**src/rtl/systolic_pkg.sv**
```systemverilog
// ---------------------------------------------------------------------------
// systolic_pkg
// Shared definitions for the systolic tile scheduler slice.
//   - sched_state_t : FSM state encoding (IDLE=0, CLEAR=1, FEED=2, DRAIN=3,
//                     DONE=4), 3 bits wide
//   - DEFAULT_ARRAY_SIZE / DEFAULT_K_WIDTH : default geometry used by the
//                     scheduler and the skew-mask generator
// No ports (package only).
// ---------------------------------------------------------------------------
package systolic_pkg;

  // Default PE array edge length (rows == columns).
  localparam int DEFAULT_ARRAY_SIZE = 16;

  // Default width of the reduction length K.
  localparam int DEFAULT_K_WIDTH = 16;

  // Scheduler FSM states. The encoding is fixed so that other blocks
  // (debug taps, perf counters) can decode the state register directly.
  typedef enum logic [2:0] {
    IDLE  = 3'd0,
    CLEAR = 3'd1,
    FEED  = 3'd2,
    DRAIN = 3'd3,
    DONE  = 3'd4
  } sched_state_t;

endpackage : systolic_pkg

```
**src/rtl/systolic_skew_mask.sv**
```systemverilog
// ---------------------------------------------------------------------------
// systolic_skew_mask
// Purely combinational skew-mask generator for a systolic array feeder.
// Lane i (row i of A, column i of B) is active for step t when
//   i <= t < i + K
// which produces the diagonal wavefront a systolic array expects: lane 0
// starts first, each further lane starts one step later, and every lane is
// active for exactly K consecutive steps.
//
// Ports:
//   t      in  K_WIDTH+1   current feed step
//   k      in  K_WIDTH     reduction length K
//   active out ARRAY_SIZE  per-lane active mask
// ---------------------------------------------------------------------------
module systolic_skew_mask
  import systolic_pkg::*;
#(
  parameter int ARRAY_SIZE = DEFAULT_ARRAY_SIZE,
  parameter int K_WIDTH    = DEFAULT_K_WIDTH
) (
  input  logic [K_WIDTH:0]      t,
  input  logic [K_WIDTH-1:0]    k,
  output logic [ARRAY_SIZE-1:0] active
);

  // The window bounds are evaluated one bit wider than t so that i + K
  // cannot wrap even for the largest K and the last lane.
  logic [K_WIDTH+1:0] t_ext;
  logic [K_WIDTH+1:0] lane_lo;
  logic [K_WIDTH+1:0] lane_hi;

  assign t_ext = {1'b0, t};

  // Build the mask one lane at a time: lane i opens at step i and closes
  // K steps later. With K = 0 the window is empty and no lane is active.
  always_comb begin
    active  = '0;
    lane_lo = '0;
    lane_hi = '0;
    for (int i = 0; i < ARRAY_SIZE; i++) begin
      lane_lo   = (K_WIDTH + 2)'(i);
      lane_hi   = lane_lo + {2'b00, k};
      active[i] = (t_ext >= lane_lo) && (t_ext < lane_hi);
    end
  end

endmodule : systolic_skew_mask

```
**src/rtl/systolic_tile_scheduler.sv**
```systemverilog
// ---------------------------------------------------------------------------
// systolic_tile_scheduler
// Sequences one output tile through an ARRAY_SIZE x ARRAY_SIZE systolic
// array: clears the PE accumulators, streams skewed A rows / B columns out
// of their operand FIFOs for K reduction steps, waits for the wavefront to
// drain through the array, then pulses done.
//
// Any active lane whose A or B FIFO is empty stalls the whole array for
// that cycle (no lane pops, the step counter holds), so the skew between
// lanes is never disturbed.
//
// Ports:
//   clk          in   1           clock
//   rst          in   1           synchronous active-high reset
//   start        in   1           begin a tile (sampled in IDLE only)
//   k_len        in   K_WIDTH     reduction length, latched on accepted start
//   a_empty      in   ARRAY_SIZE  per-row operand-A FIFO empty flags
//   b_empty      in   ARRAY_SIZE  per-column operand-B FIFO empty flags
//   a_pop        out  ARRAY_SIZE  per-row A pop / array A-lane valid
//   b_pop        out  ARRAY_SIZE  per-column B pop / array B-lane valid
//   array_clear  out  1           clear all PE accumulators
//   busy         out  1           tile in progress
//   done         out  1           one-cycle tile-complete pulse
//   stall_cycles out  32          FEED stall cycles of the current tile
//                                 (only when SYSTOLIC_SCHED_PERF_EN is
//                                 defined)
//
// Build option:
//   SYSTOLIC_SCHED_PERF_EN  adds the stall_cycles port and its saturating
//                           counter; without it the port does not exist.
// ---------------------------------------------------------------------------
module systolic_tile_scheduler
  import systolic_pkg::*;
#(
  parameter int ARRAY_SIZE = DEFAULT_ARRAY_SIZE,
  parameter int K_WIDTH    = DEFAULT_K_WIDTH
) (
  input  logic                  clk,
  input  logic                  rst,
  input  logic                  start,
  input  logic [K_WIDTH-1:0]    k_len,
  input  logic [ARRAY_SIZE-1:0] a_empty,
  input  logic [ARRAY_SIZE-1:0] b_empty,
  output logic [ARRAY_SIZE-1:0] a_pop,
  output logic [ARRAY_SIZE-1:0] b_pop,
  output logic                  array_clear,
  output logic                  busy,
  output logic                  done
`ifdef SYSTOLIC_SCHED_PERF_EN
  ,
  output logic [31:0]           stall_cycles
`endif
);

  localparam int DRAIN_W = (ARRAY_SIZE > 1) ? $clog2(ARRAY_SIZE) : 1;

  sched_state_t        state;
  sched_state_t        state_next;

  logic [K_WIDTH-1:0]  k_reg;
  logic [K_WIDTH-1:0]  k_next;

  // t is one bit wider than K so that the last step K+ARRAY_SIZE-2 and the
  // increment past it never wrap.
  logic [K_WIDTH:0]    t;
  logic [K_WIDTH:0]    t_next;
  logic [K_WIDTH:0]    feed_last;

  logic [DRAIN_W-1:0]  drain_cnt;
  logic [DRAIN_W-1:0]  drain_next;

  logic [ARRAY_SIZE-1:0] lane_active;
  logic [ARRAY_SIZE-1:0] feed_mask;
  logic                  stall;

  // Diagonal wavefront mask for the current step and latched K.
  systolic_skew_mask #(
    .ARRAY_SIZE (ARRAY_SIZE),
    .K_WIDTH    (K_WIDTH)
  ) u_skew_mask (
    .t      (t),
    .k      (k_reg),
    .active (lane_active)
  );

  // The final feed step is the one where the last lane consumes its K-th
  // operand: lane ARRAY_SIZE-1 opens at step ARRAY_SIZE-1 and stays open K
  // steps.
  assign feed_last = {1'b0, k_reg} + (K_WIDTH + 1)'(ARRAY_SIZE - 2);

  // Lanes only count as active while feeding; a stall is raised when any
  // active lane is missing an operand on either side, and then nobody pops
  // so that all lanes stay aligned on the same step.
  assign feed_mask = (state == FEED) ? lane_active : '0;
  assign stall     = |(feed_mask & (a_empty | b_empty));
  assign a_pop     = stall ? '0 : feed_mask;
  assign b_pop     = stall ? '0 : feed_mask;
  assign busy      = (state != IDLE);

  // State, step counter, drain counter and latched K. Reset abandons any
  // tile in flight and returns everything to its idle value.
  always_ff @(posedge clk) begin
    if (rst) begin
      state     <= IDLE;
      k_reg     <= '0;
      t         <= '0;
      drain_cnt <= '0;
    end else begin
      state     <= state_next;
      k_reg     <= k_next;
      t         <= t_next;
      drain_cnt <= drain_next;
    end
  end

  // Next-state and control decode. start is only looked at in IDLE, so a
  // start held through DONE is picked up on the first IDLE cycle after it.
  // K = 0 skips FEED and DRAIN altogether since there is nothing to stream.
  always_comb begin
    state_next  = state;
    k_next      = k_reg;
    t_next      = t;
    drain_next  = drain_cnt;
    array_clear = 1'b0;
    done        = 1'b0;

    case (state)
      IDLE: begin
        if (start) begin
          k_next     = k_len;
          state_next = CLEAR;
        end
      end

      CLEAR: begin
        array_clear = 1'b1;
        t_next      = '0;
        drain_next  = '0;
        state_next  = (k_reg == '0) ? DONE : FEED;
      end

      FEED: begin
        if (!stall) begin
          t_next = t + (K_WIDTH + 1)'(1);
          if (t == feed_last) begin
            drain_next = '0;
            state_next = DRAIN;
          end
        end
      end

      DRAIN: begin
        if (drain_cnt == DRAIN_W'(ARRAY_SIZE - 1)) begin
          state_next = DONE;
        end else begin
          drain_next = drain_cnt + DRAIN_W'(1);
        end
      end

      DONE: begin
        done       = 1'b1;
        state_next = IDLE;
      end

      default: begin
        state_next = IDLE;
      end
    endcase
  end

`ifdef SYSTOLIC_SCHED_PERF_EN
  // Per-tile stall counter: cleared when a new tile is accepted, frozen
  // after the tile finishes so software can read it, and saturating rather
  // than wrapping on pathologically starved tiles.
  always_ff @(posedge clk) begin
    if (rst) begin
      stall_cycles <= '0;
    end else if ((state == IDLE) && start) begin
      stall_cycles <= '0;
    end else if ((state == FEED) && stall && (stall_cycles != '1)) begin
      stall_cycles <= stall_cycles + 32'd1;
    end
  end
`endif

endmodule : systolic_tile_scheduler

```
**config.mk**
```make
export PLATFORM = sky130hd
export DESIGN_NAME = systolic_tile_scheduler
export DESIGN_NICKNAME = d
export VERILOG_FILES = /design/src/rtl/systolic_pkg.sv /design/src/rtl/systolic_skew_mask.sv /design/src/rtl/systolic_tile_scheduler.sv
export SDC_FILE = /design/constraint.sdc
export NUM_CORES = 1
export LEC_CHECK = 0
export ABC_AREA = 1
export CORE_AREA = 5 5 152 154
export CTS_BUF_LIST = sky130_fd_sc_hd__clkbuf_8
export DETAILED_ROUTE_END_ITERATION = 10
export DIE_AREA = 0 0 157 159
export GPL_ROUTABILITY_DRIVEN = 0
export PLACE_DENSITY = 0.75
export SLEW_MARGIN = 20
export SYNTH_ARGS = -nofsm -noshare
export SYNTH_HDL_FRONTEND = slang
export SYNTH_SLANG_ARGS = --single-unit
```
**constraint.sdc**
```tcl
create_clock -name clk -period 8.8 [get_ports clk]
set_input_delay 1.76 -clock clk [delete_from_list [all_inputs] [get_ports clk]]
set_output_delay 1.76 -clock clk [all_outputs]
set_load 0.02 [all_outputs]
```
---- Word level (Yosys, flattened, before mapping) ----
Index checks and enable logic that the tools add are counted.
word-level totals
  register bits ........................... 40
  input bits .............................. 51
  output and inout port bits .............. 35
  logic and storage cells ................. 109
cells by class
  add/subtract/negate cells ............... 18
  order comparisons ....................... 32
  equality and inequality tests ........... 11
  multiplexer cells ....................... 16
  bitwise logic cells ..................... 2
  reduce and logical (&&, ||, !) cells .... 26
operator list
  cell                                                                    number
  17-bit by 18-bit less-than comparator with 1-bit output                 15
  4-bit by 16-bit adder with 17-bit output, first input constant          8
  17-bit by 4-bit >= comparator with 1-bit output, second input constant  8
  3-bit by 16-bit adder with 17-bit output, first input constant          4
  17-bit by 3-bit >= comparator with 1-bit output, second input constant  4
  2-bit by 16-bit adder with 17-bit output, first input constant          2
  17-bit by 1-bit >= comparator with 1-bit output, second input constant  2
  17-bit by 2-bit >= comparator with 1-bit output, second input constant  2
  17-bit case mux with 2 select lines                                     1
  16-bit two-way mux                                                      2
  1-bit by 16-bit adder with 17-bit output, first input constant          1
  16-bit by 4-bit adder with 17-bit output, second input constant         1
  17-bit by 1-bit adder with 17-bit output, second input constant         1
  17-bit == test                                                          1
  17-bit by 16-bit less-than comparator with 1-bit output                 1
  17-bit two-way mux                                                      1
  16-bit bitwise AND                                                      1
  1-bit logical AND                                                       16
  16-bit zero test                                                        1
  16-bit OR                                                               1
  16-bit OR reduction                                                     1
  3-bit two-way mux                                                       5
  4-bit two-way mux                                                       3
  3-bit case mux with 4 select lines                                      1
  14 further kinds                                                        22

---- Longest topological paths before layout ----
  word-level depth ........................ 8
  mapped depth ............................ 26
  mapped depth without buffers ............ 25

---- By module ----
A second synthesis with hierarchy kept.
second synthesis, totals
  cell total of the unflattened synthesis .. 1898
  area, all modules ....................... 11877.6 um2
modules (own cells, without submodules)
  module                   times used  cells each  area each (um2)  seq. area each (um2)
  systolic_skew_mask       1           1420        8941.1           0.0
  systolic_tile_scheduler  1           478         2936.6           800.8

---- Worst setup path after synthesis ----
Ideal clock, no wire load.
  path type ............................... register to output
  start point ............................. register k_reg[1]
  end point ............................... output port b_pop[10]
  data arrival time ....................... 4091 ps
  data required time ...................... 7040 ps
  setup slack ............................. 2949 ps
  cell stages (with the launch flop) ...... 27
  buffers on the path ..................... 4
  cells stage by stage .................... dfxtp_1 -> clkbuf_1 -> inv_1 -> clkbuf_1 -> ha_1 -> inv_1 -> a21oi_1 -> inv_1 -> a21oi_1 -> nor2_1 -> nand2_1 -> xor2_1 -> ha_1 -> nand2_1 -> a21boi_0 -> nor3_1 -> nand2_1 -> inv_1 -> nand4_1 -> nand2_1 -> nor2_1 -> nand2_2 -> nor2_8 -> inv_2 -> buf_2 -> nor2_1 -> buf_4
on the way
  longest elaborated chain between the ends .. 7
  elaborated cells on any way between the ends .. 51
  classes of those cells .................. add/sub (15); order compare (16); mux (2); bitwise (1); reduce/logical (17)
RTL lines
  item                                                                    line                            RTL
  start: declaration                                                      systolic_tile_scheduler.sv:60   logic [K_WIDTH-1:0] k_reg;
  start signal: assignment                                                systolic_tile_scheduler.sv:110  k_reg <= k_next;
  1-bit by 16-bit adder with 17-bit output, or another cell as far along  systolic_skew_mask.sv:42        lane_hi = lane_lo + {2'b00, k};
  17-bit by 18-bit less-than comparator with 1-bit output                 systolic_skew_mask.sv:43        active[i] = (t_ext >= lane_lo) && (t_ext < lane_hi);
  1-bit logical AND                                                       systolic_skew_mask.sv:43
  16-bit two-way mux *                                                    systolic_tile_scheduler.sv:94   assign feed_mask = (state == FEED) ? lane_active : '0;
  16-bit bitwise AND                                                      systolic_tile_scheduler.sv:95   assign stall = |(feed_mask & (a_empty | b_empty));
  16-bit OR reduction                                                     systolic_tile_scheduler.sv:95
  16-bit two-way mux *                                                    --
  end: declaration                                                        systolic_tile_scheduler.sv:45   output logic [ARRAY_SIZE-1:0] b_pop,
Every way passes the cells marked *; elsewhere a longest branch is shown, timed or not.

---- Final worst setup path ----
  start point ............................. register k_reg[3]
  end point ............................... output port a_pop[4]
on the way
  longest elaborated chain between the ends .. 7
  elaborated cells on any way between the ends .. 51
  classes of those cells .................. add/sub (15); order compare (16); mux (2); bitwise (1); reduce/logical (17)
RTL lines
  item                                                                    line                           RTL
  1-bit by 16-bit adder with 17-bit output, or another cell as far along  systolic_skew_mask.sv:42
  17-bit by 18-bit less-than comparator with 1-bit output                 systolic_skew_mask.sv:43
  1-bit logical AND                                                       systolic_skew_mask.sv:43
  16-bit two-way mux *                                                    systolic_tile_scheduler.sv:94
  16-bit bitwise AND                                                      systolic_tile_scheduler.sv:95
  16-bit OR reduction                                                     systolic_tile_scheduler.sv:95
  16-bit two-way mux *                                                    systolic_tile_scheduler.sv:96  assign a_pop = stall ? '0 : feed_mask;
  end: declaration                                                        systolic_tile_scheduler.sv:44  output logic [ARRAY_SIZE-1:0] a_pop,
Marks and branches as above.

==> flow_summary.yaml <==
timing:
  post-route-min-period_ns: 8.57
  max_freq_mhz: 117
  finalClockSkew_ns: 0.00509
  fin_crit_sh_pct: 97.4
  setup-tns-final_ns: 0
  drv_slew: 0
  finalHoldViolCount: 0
  rsz0062_at_grt: "no"
  slew_headroom_pct: 23.5
  setup_violations: 0
  worstMarginPinSlew_ns: 1.15
global_routing:
  track_usage_pct: 33.3
  antenna_found_initial: 0
  grt_max_degree: 33
  grt_pass1_wl_um: 66000
  grt_pass1_vias: 12300
  grt_overflow: 0
worst_setup_path:
  timing.critical_path.cells: "ha_1, inv_2, nor2_1, inv_1, nor2_2, xor2_1, nand2_1, o21ai_0, ha_1, nand4_1, nor2_1, nand4_1, nand4_1, nand2_1, nor2_2, nand2_2, nor2_8, inv_2, nor2_1, clkdlybuf4s50_1"
  critPathMaxStageDelay_ns: 0.68
  crit_family: "simple AND/OR/NAND/NOR gates"
  crit_path_end_kind: "output pin"
  cp.required_ns: 7.04
  arrival_ns: 6.81
  rrSetupSlack_ns: 3.01
  start_kind: "flop"
  path_class: "reg2out"
  slowest_stage: "clkdlybuf4s50_1"
  path_max_fanout: 25
  critPathBufInv: 4
yosys:
  syn-cell-area_um2: 11700
  synthTopCellsByArea: "ha_1, nand2_1, xor2_1"
  yosysMostFrequentCell: "nand2_1"
  avgSynthCellArea_um2: 6.28
  yosysTopAreaCell: "ha_1"
  synth-seq-cells: 40
  ys_async_sr_fraction_pct: 0
  synthesis.instances: 1858
  yosysSeqAreaShare_pct: 6.86
  synth_edf_count: 0
  syn_nets: 2164
  synth_common_cells: "nand2_1, ha_1, nor2_1"
  synth.top_cell.area_share_pct: 27.3
  synth-main-ff-cell: "dfxtp_1"
  synth_cell_types: 44
  yosysWarnings: 0
die:
  ios: 86
  fp.dieW_um: 157
  die_area_um2: 25000
  fp.coreArea_um2: 21600
  die_y_um: 159
  rows: 54
  initial_core_util_pct: 54.2
cts:
  cts_hold_buffers: 0
  clk_latency_ns: 0.31
  cts_root_buf: "clkbuf_8"
  ctsLongestPathBuffers: 2
  cts_buffers: 5
  clk_pin_slew_worst_paths_ns: 0.09
  cts_tree: "yes"
  cts.htree.levels: 2
  cts_sinks: 40
place:
  placed_cells: 2184
  post_dp_cell_area_um2: 12700
  dp_hpwl_um: 33400
  io_buffers: 85
route:
  wire_per_inst_um: 19.5
  via_count: 12800
  post-route-drc-count: 0
  vias_per_cell: 5.84
  finalWirelength_um: 42800
  drtIter0Drc: 1345
  drt_pre_antenna_iters: 7
  ant_nets: 0
layout:
  finalNonFillerCells: 2192
  syn_to_final_growth_pct: 9.75
  design_area_um2: 12800
  largest_reg_flops: 17
  layout.nets: 2217
  fillers: 2115
  n_antenna_cell: 0
  layout-drive-gt1-share_pct: 4.81
power:
  p_leak_nw: 6.28
  peakVddDrop_uv: 223
  power.density_nw_per_um2: 163
run_status:
  status: "complete, no violations"
run:
  cap_violations: 0
hold_path:
  hold_path.class: "reg2reg"
[worst paths after layout]
check | start | endpoint | cells past startpoint
worst max register to register | k_reg[3]$_SDFFE_PP0P_ | state[1]$_SDFFE_PP0P_ | 20
worst min register to register | t[9]$_SDFFE_PP0P_ | t[9]$_SDFFE_PP0P_ | 2
worst max-delay path | k_reg[3]$_SDFFE_PP0P_ | a_pop[4] | 20
worst min-delay path | t[9]$_SDFFE_PP0P_ | t[9]$_SDFFE_PP0P_ | 2
[per-stage QoR]
| step | setup WS [ns] | util (%) | hold WS, ns | total power [mW] |
|---|---|---|---|---|
| global route | 0.142 | 59.5 | 0.507 | 2.28 |
| detailed placement | 0.667 | 59.0 | 0.457 | 1.90 |
| floorplan | 2.95 | - | 0.485 | 1.45 |
| CTS | 0.299 | 59.4 | 0.471 | 2.04 |
| global placement | 0.677 | 59.0 | 0.450 | 1.86 |
| finish | 0.232 | 59.5 | 0.472 | 2.09 |
[metal layers]
metal / track usage, % / wire [µm]
met3: 6.12 / 4710
met4: 19.6 / 3040
met2: 51.7 / 18500
met5: 0 / 0
met1: 42.7 / 16600
[repair_timing]
action                     CTS  global route
resized for setup            0             1
buffers inserted             0             0
setup endpoints to repair    0            24
[layout make-up]
cell class | instances | area, µm² | share of cell area (%)
Clock inverter | 2 | 13.8 | 0.107
Sequential cell | 40 | 803 | 6.27
Multi-Input combinational cell | 1555 | 9770 | 76.2
Tap cell | 280 | 350 | 2.73
Clock buffer | 6 | 82.6 | 0.644
Inverter | 196 | 737 | 5.75
Timing Repair Buffer | 113 | 1060 | 8.28
[cell families (layout without fill, tap and decap cells)]
group                      Yosys count  after routing  share of synthesized area [%]
adders and majority gates          255            255                           27.3
xor gates and xnor gates           169            169                           12.7
buffers and inverters              263            317                           9.49
and+or+nand+nor                    890            890                           32.7
AOI/OAI and AO/OA                  241            241                           11.0
DFF                                 40             40                           6.86
[report_power, final]
part | switching, mW | total (mW) | internal (mW)
Clock | 0.0742 | 0.138 | 0.0642
Combinational | 1.11 | 1.66 | 0.544
Sequential | 0.0825 | 0.298 | 0.215
Total | 1.27 | 2.09 | 0.824
[layout by cell type (no fill, tap or decap), drive strengths merged, types with 2 or more instances in the layout]
| cell type | count |
|---|---|
| o21bai | 3 |
| a21oi | 146 |
| nor3 | 39 |
| inv | 194 |
| buf | 28 |
| xnor2 | 6 |
| dfxtp | 40 |
| nand3b | 7 |
| o21a | 10 |
| nand4 | 28 |
| nand2 | 451 |
| ha | 255 |
| or2 | 11 |
| o21ai | 65 |
| nor4 | 5 |
| a21boi | 6 |
| nor2 | 232 |
| nand3 | 112 |
| clkinv | 4 |
| clkbuf | 6 |
| nor3b | 3 |
| a21o | 7 |
| a31oi | 2 |
| xor2 | 163 |
| clkdlybuf4s50 | 85 |
[tightest hold or removal path, stage by stage, from the launching register on]
cell and delay (ns):
dfxtp_1 0.32, nand2_1 0.06, a21oi_1 0.05
Note: power is estimated with default switching activity, not from simulation.
